===== config.mk =====
export PLATFORM = sky130hd
export DESIGN_NAME = if_stage
export DESIGN_NICKNAME = d
export VERILOG_FILES = /design/src/rtl/if_stage.sv
export SDC_FILE = /design/constraint.sdc
export NUM_CORES = 1
export LEC_CHECK = 0
export BUFFER_PORTS_ARGS = -buffer_cell sky130_fd_sc_hd__clkbuf_2
export CAP_MARGIN = 40
export CORE_MARGIN = 2
export CORE_UTILIZATION = 35
export CTS_CLUSTER_SIZE = 40
export DETAILED_ROUTE_END_ITERATION = 8
export GPL_ROUTABILITY_DRIVEN = 0
export HOLD_SLACK_MARGIN = 0.15
export PLACE_DENSITY_LB_ADDON = 0.2
export SETUP_SLACK_MARGIN = 0.2
export SLEW_MARGIN = 20
export SYNTH_ARGS = -nofsm -noshare
export SYNTH_HDL_FRONTEND = slang
export SYNTH_SLANG_ARGS = --single-unit

===== constraint.sdc =====
create_clock -name clk -period 1.9 [get_ports clk]
set_input_delay 0.095 -clock clk [delete_from_list [all_inputs] [get_ports clk]]
set_output_delay 0.095 -clock clk [all_outputs]
set_load 0.005 [all_outputs]

===== src/rtl/if_stage.sv =====
// Instruction-fetch stage: owns the PC, drives the imem req/ack handshake and
// presents {instruction, PC+4, valid} combinationally to the IF/ID register.
module if_stage #(
    parameter logic [31:0] RESET_PC = 32'h0000_0000,
    parameter logic [31:0] NOP      = 32'h0000_0000
) (
    input  logic        clk,
    input  logic        rst,
    input  logic        stall,
    input  logic        br_taken,
    input  logic [31:0] br_target,
    input  logic        jmp,
    input  logic [25:0] jmp_index,
    input  logic [31:0] id_pc4,
    output logic        imem_req,
    output logic [31:0] imem_addr,
    input  logic        imem_ack,
    input  logic [31:0] imem_rdata,
    output logic        if_valid,
    output logic [31:0] if_instr,
    output logic [31:0] if_pc4
);

    localparam int unsigned XLEN = 32;

    typedef enum logic [1:0] {
        S_FETCH = 2'd0,
        S_HOLD  = 2'd1,
        S_DRAIN = 2'd2
    } state_t;

    state_t            r_state;
    state_t            w_state_nxt;
    logic [XLEN-1:0]   r_pc;
    logic [XLEN-1:0]   w_pc_nxt;
    logic [XLEN-1:0]   r_drain_addr;
    logic [XLEN-1:0]   w_drain_addr_nxt;
    logic [XLEN-1:0]   r_hold_instr;
    logic [XLEN-1:0]   w_hold_instr_nxt;
    logic [XLEN-1:0]   r_hold_pc4;
    logic [XLEN-1:0]   w_hold_pc4_nxt;

    logic              w_redir;
    logic [XLEN-1:0]   w_target;
    logic [XLEN-1:0]   w_pc_plus4;
    logic              w_req;
    logic [XLEN-1:0]   w_addr;
    logic              w_valid;
    logic [XLEN-1:0]   w_instr;
    logic [XLEN-1:0]   w_pc4;
    logic              w_unused;

    // Redirects are only honoured when IF/ID is actually advancing; branch wins over jump.
    assign w_redir    = (br_taken | jmp) & ~stall;
    assign w_target   = br_taken ? {br_target[31:2], 2'b00}
                                 : {id_pc4[31:28], jmp_index, 2'b00};
    assign w_pc_plus4 = r_pc + XLEN'(4);
    assign w_unused   = ^{id_pc4[27:0], br_target[1:0]};

    always_ff @(posedge clk or negedge rst) begin
        if (!rst) begin
            r_state      <= S_FETCH;
            r_pc         <= RESET_PC;
            r_drain_addr <= '0;
            r_hold_instr <= '0;
            r_hold_pc4   <= '0;
        end else begin
            r_state      <= w_state_nxt;
            r_pc         <= w_pc_nxt;
            r_drain_addr <= w_drain_addr_nxt;
            r_hold_instr <= w_hold_instr_nxt;
            r_hold_pc4   <= w_hold_pc4_nxt;
        end
    end

    always_comb begin
        w_state_nxt      = r_state;
        w_pc_nxt         = r_pc;
        w_drain_addr_nxt = r_drain_addr;
        w_hold_instr_nxt = r_hold_instr;
        w_hold_pc4_nxt   = r_hold_pc4;
        w_req            = 1'b0;
        w_addr           = r_pc;
        w_valid          = 1'b0;
        w_instr          = NOP;
        w_pc4            = '0;

        case (r_state)
            S_FETCH: begin
                w_req = 1'b1;
                if (imem_ack) begin
                    if (stall) begin
                        w_hold_instr_nxt = imem_rdata;
                        w_hold_pc4_nxt   = w_pc_plus4;
                        w_pc_nxt         = w_pc_plus4;
                        w_state_nxt      = S_HOLD;
                    end else if (w_redir) begin
                        w_pc_nxt = w_target;
                    end else begin
                        w_valid  = 1'b1;
                        w_instr  = imem_rdata;
                        w_pc4    = w_pc_plus4;
                        w_pc_nxt = w_pc_plus4;
                    end
                end else if (w_redir) begin
                    // Outstanding request must still complete; remember where it went.
                    w_drain_addr_nxt = r_pc;
                    w_pc_nxt         = w_target;
                    w_state_nxt      = S_DRAIN;
                end
            end
            S_HOLD: begin
                if (!stall) begin
                    w_valid     = 1'b1;
                    w_instr     = r_hold_instr;
                    w_pc4       = r_hold_pc4;
                    w_state_nxt = S_FETCH;
                    if (w_redir) begin
                        w_pc_nxt = w_target;
                    end
                end
            end
            S_DRAIN: begin
                w_req  = 1'b1;
                w_addr = r_drain_addr;
                if (w_redir) begin
                    w_pc_nxt = w_target;
                end
                if (imem_ack) begin
                    w_state_nxt = S_FETCH;
                end
            end
            default: begin
                w_state_nxt = S_FETCH;
            end
        endcase

        // Reset drops the request and bubbles the outputs without waiting for a clock.
        if (!rst) begin
            w_req   = 1'b0;
            w_addr  = r_pc;
            w_valid = 1'b0;
            w_instr = NOP;
            w_pc4   = '0;
        end
    end

    assign imem_req  = w_req;
    assign imem_addr = w_addr;
    assign if_valid  = w_valid;
    assign if_instr  = w_instr;
    assign if_pc4    = w_pc4;

endmodule


==> qor.json <==
{
  "first_pass_iters": {"value": 5},
  "antenna_found_initial": {"value": 0},
  "regArea": {"value": 3256, "unit": "µm²"},
  "critical_path.cell_chain": {"value": "nand4_4 > or4_4 > or3_4 > xor2_4 > o21ai_2 > buf_2"},
  "synth_enable_flop_cells": {"value": 0},
  "initial_core_util": {"value": 0.3549},
  "finalWorstPathRequiredPeriod": {"value": 2497, "unit": "ps"},
  "tritoncts.num_buffers": {"value": 17},
  "critPathLaunchType": {"value": "register"},
  "setup_repair_after_global_routing_missed_its_margin": {"value": "true"},
  "postSynthRegisterBits": {"value": 130},
  "num_antenna_cells": {"value": 0},
  "std_cell_rows": {"value": 53},
  "cts_num_sinks": {"value": 130},
  "detailedRoute.firstIterationViolations": {"value": 654},
  "yosys.cell_types.count": {"value": 56},
  "final.period_utilization": {"value": 1.314},
  "dieArea": {"value": 22430, "unit": "µm²"},
  "hold_path_class": {"value": "in2reg"},
  "path_max_fanout": {"value": 2},
  "ys_async_sr_fraction": {"value": 1.000},
  "max_slew.worst_pin.slew": {"value": 704.5, "unit": "ps"},
  "clk_latency": {"value": 430, "unit": "ps"},
  "grt_pass1_vias": {"value": 7168},
  "final_net_count": {"value": 1345},
  "yosysTopAreaCell": {"value": "dfrtp_1"},
  "fin_hold_ws": {"value": 114.2, "unit": "ps"},
  "critical-path-top-delay-family": {"value": "simple AND/OR/NAND/NOR gates"},
  "timing.critical_path.buf_inv": {"value": 1},
  "critPathCaptureType": {"value": "primary output"},
  "outcome": {"value": "finished with violations"},
  "count_of_synthesis_stage_warnings_from_yosys": {"value": 0},
  "synthXorXnorAreaFrac": {"value": 0.03297},
  "layout.core_utilization": {"value": 0.6748},
  "path_clk_slew": {"value": 60, "unit": "ps"},
  "number_of_primary_i_o_pins": {"value": 226},
  "mappedNetlistArea": {"value": 7437, "unit": "µm²"},
  "violated_checks": {"value": "negative setup slack"},
  "clock_skew": {"value": 10.04, "unit": "ps"},
  "multi_input_area": {"value": 5390, "unit": "µm²"},
  "yosys.cell_count.top_type": {"value": "dfrtp_1"},
  "synth-compound-area-share": {"value": 0.1639},
  "timing.setup.tns": {"value": -41050, "unit": "ps"},
  "syn_avg_cell_area": {"value": 9.786, "unit": "µm²"},
  "vias": {"value": 8235},
  "clk_root_buffer_cell": {"value": "clkbuf_16"},
  "route.detailed.vias_per_inst": {"value": 5.490},
  "synth_top_family_by_area": {"value": "multiplexers"},
  "max_cap_violations": {"value": 0},
  "grt_remaining_overflow": {"value": 0},
  "seq_area_frac_synth": {"value": 0.4374},
  "drive_gt1_frac": {"value": 0.6237},
  "yosys-mux-area-fraction": {"value": 0.1812},
  "tritoncts": {"value": "done"},
  "synth_nets": {"value": 893},
  "dp_hpwl": {"value": 16.98, "unit": "mm"},
  "setup.worst_path.class": {"value": "reg2out"},
  "cts_htree_levels": {"value": 4},
  "synth_simple_gate_area_share": {"value": 0.1383},
  "cp_data_arrival_time": {"value": 2400, "unit": "ps"},
  "drtAntennaViolNets": {"value": 0},
  "wire_per_inst": {"value": 22.09, "unit": "µm"},
  "area_delta_synth_final": {"value": 90.14, "unit": "%"},
  "core_area": {"value": 20960, "unit": "µm²"},
  "post-route-cell-area": {"value": 14140, "unit": "µm²"},
  "synth_flop_cell": {"value": "dfrtp_1"},
  "dpl_cell_area": {"value": 9585, "unit": "µm²"},
  "worstPathRequired": {"value": 1800, "unit": "ps"},
  "routed_wl": {"value": 33.13, "unit": "mm"},
  "grt_pass1_wl": {"value": 40.70, "unit": "mm"},
  "die_width": {"value": 149.8, "unit": "µm"},
  "grt_max_degree": {"value": 128},
  "synth_top_cells_by_area": {"value": "dfrtp_1 44%, mux2_2 17%, a22oi_1 3.9%, nand2_1 3.6%, o21ai_0 3.6%"},
  "yosysTopAreaCellShare": {"value": 0.4374},
  "power.density_cell_area": {"value": 1428, "unit": "nW/µm²"},
  "critPathSlowestCell": {"value": "or4_4"},
  "floorplan.die.height": {"value": 149.8, "unit": "µm"},
  "yosys.area_share.adder": {"value": 0.008412},
  "fill_cells": {"value": 1493},
  "leakagePower": {"value": 0.006467, "unit": "µW"},
  "drc": {"value": 0},
  "max_freq": {"value": 400.5, "unit": "MHz"},
  "grtUsageTotal": {"value": 0.2401},
  "synthesis.instances": {"value": 760},
  "final_worst_path_setup_slack": {"value": -597.1, "unit": "ps"},
  "final_setup_violation_count": {"value": 142},
  "cts_buffer_depth": {"value": 2},
  "finalMaxSlewViolations": {"value": 0},
  "ir_worst_vdd": {"value": 1054, "unit": "µV"},
  "hold_viol": {"value": 0},
  "worst_path_largest_cell_delay": {"value": 580, "unit": "ps"},
  "dpl_worst_slack": {"value": -188.8, "unit": "ps"},
  "synth_common_cells": {"value": "130 x dfrtp_1, 109 x mux2_2, 72 x nand2_1"},
  "relSlewSlack": {"value": 0.5304},
  "placement.io_buffers": {"value": 195}
}
per-layer routing:
layer,GRT usage,vias up,part of all wire
met5,0,-,0
met4,0.07972,0,0.030
met3,0.03506,80,0.067
met2,0.3700,382,0.48
met1,0.3465,4098,0.42
li1,-,3675,-
repair_timing:
action,CTS,global route
endpoints found under the setup margin,175,218
pin swaps,50,90
endpoints found under the hold margin,175,1
buffers inserted,40,58
cloned,12,19
hold buffers,55,2
resized for setup,205,314
flip-flops by register name, indices dropped and copies added, names as in the netlist:
register	cells
r_state	2
r_drain_addr	32
r_hold_pc4	32
r_hold_instr	32
r_pc	32
worst register-to-register path: cells and delay by family (launching register included):
kind / cells / cell delay [ps]
adder cells (fa/ha/maj): 1 / 150
buffers and inverters: 4 / 680
AND/OR/NAND/NOR: 4 / 800
flip-flops: 1 / 400
AO/OA/AOI/OAI: 1 / 110
where the power goes:
part | switching (µW) | internal (µW) | leakage (µW) | total (µW)
Combinational | 5380 | 6460 | 0.00465 | 11800
Sequential | 909 | 4060 | 0.00152 | 4970
Clock | 1380 | 1990 | 0.000293 | 3370
cells in the final DEF (no fill, tap or decap), types with 31 or more instances in the layout:
| cell | n |
|---|---|
| mux2_2 | 31 |
| dlygate4sd3_1 | 57 |
| clkbuf_2 | 130 |
| a22oi_2 | 38 |
| buf_6 | 74 |
| nor2_1 | 53 |
| buf_2 | 58 |
| buf_4 | 120 |
| dfrtp_1 | 128 |
| mux2_4 | 78 |
| clkbuf_16 | 32 |
| nand2_1 | 59 |
cells by family (layout without fill, tap and decap cells):
kind of cell / after synthesis / in the layout
AOI/OAI and AO/OA: 186 / 186
muxes: 121 / 121
xor gates and xnor gates: 28 / 28
buffers and inverters: 72 / 537
DFF: 130 / 130
adders and majority gates: 5 / 5
and+or+nand+nor: 218 / 218
per-stage QoR:
step / std cells / power, µW
floorplan: 760 / 8562
finish: 1500 / 20190
CTS: 1421 / 16870
global route: 1500 / 21090
global placement: 1282 / 11460
detailed placement: 1282 / 11580
cell type report:
cell class                 count  share of cell area
timing repair buffer         497              0.3201
clock inverter                13             0.01053
tap                          275             0.02433
inverter                       8            0.002300
clock buffer                  19             0.03132
sequential                   130              0.2302
multi-input combinational    558              0.3812
final timing paths:
kind	startpoint	to	slack, ps	depth (start not counted)
max	r_pc[10]	if_pc4[22]	-600	6
min	jmp_index[17]	r_pc[19]	110	4
max reg2reg	r_pc[3]	r_pc[30]	-340	10
min reg2reg	r_hold_pc4[9]	r_hold_pc4[9]	480	2
max in group asynchronous	rst	r_hold_pc4[12]	700	3
min in group asynchronous	rst	r_state[1]	190	2
Power figures use the tool's default switching activity.
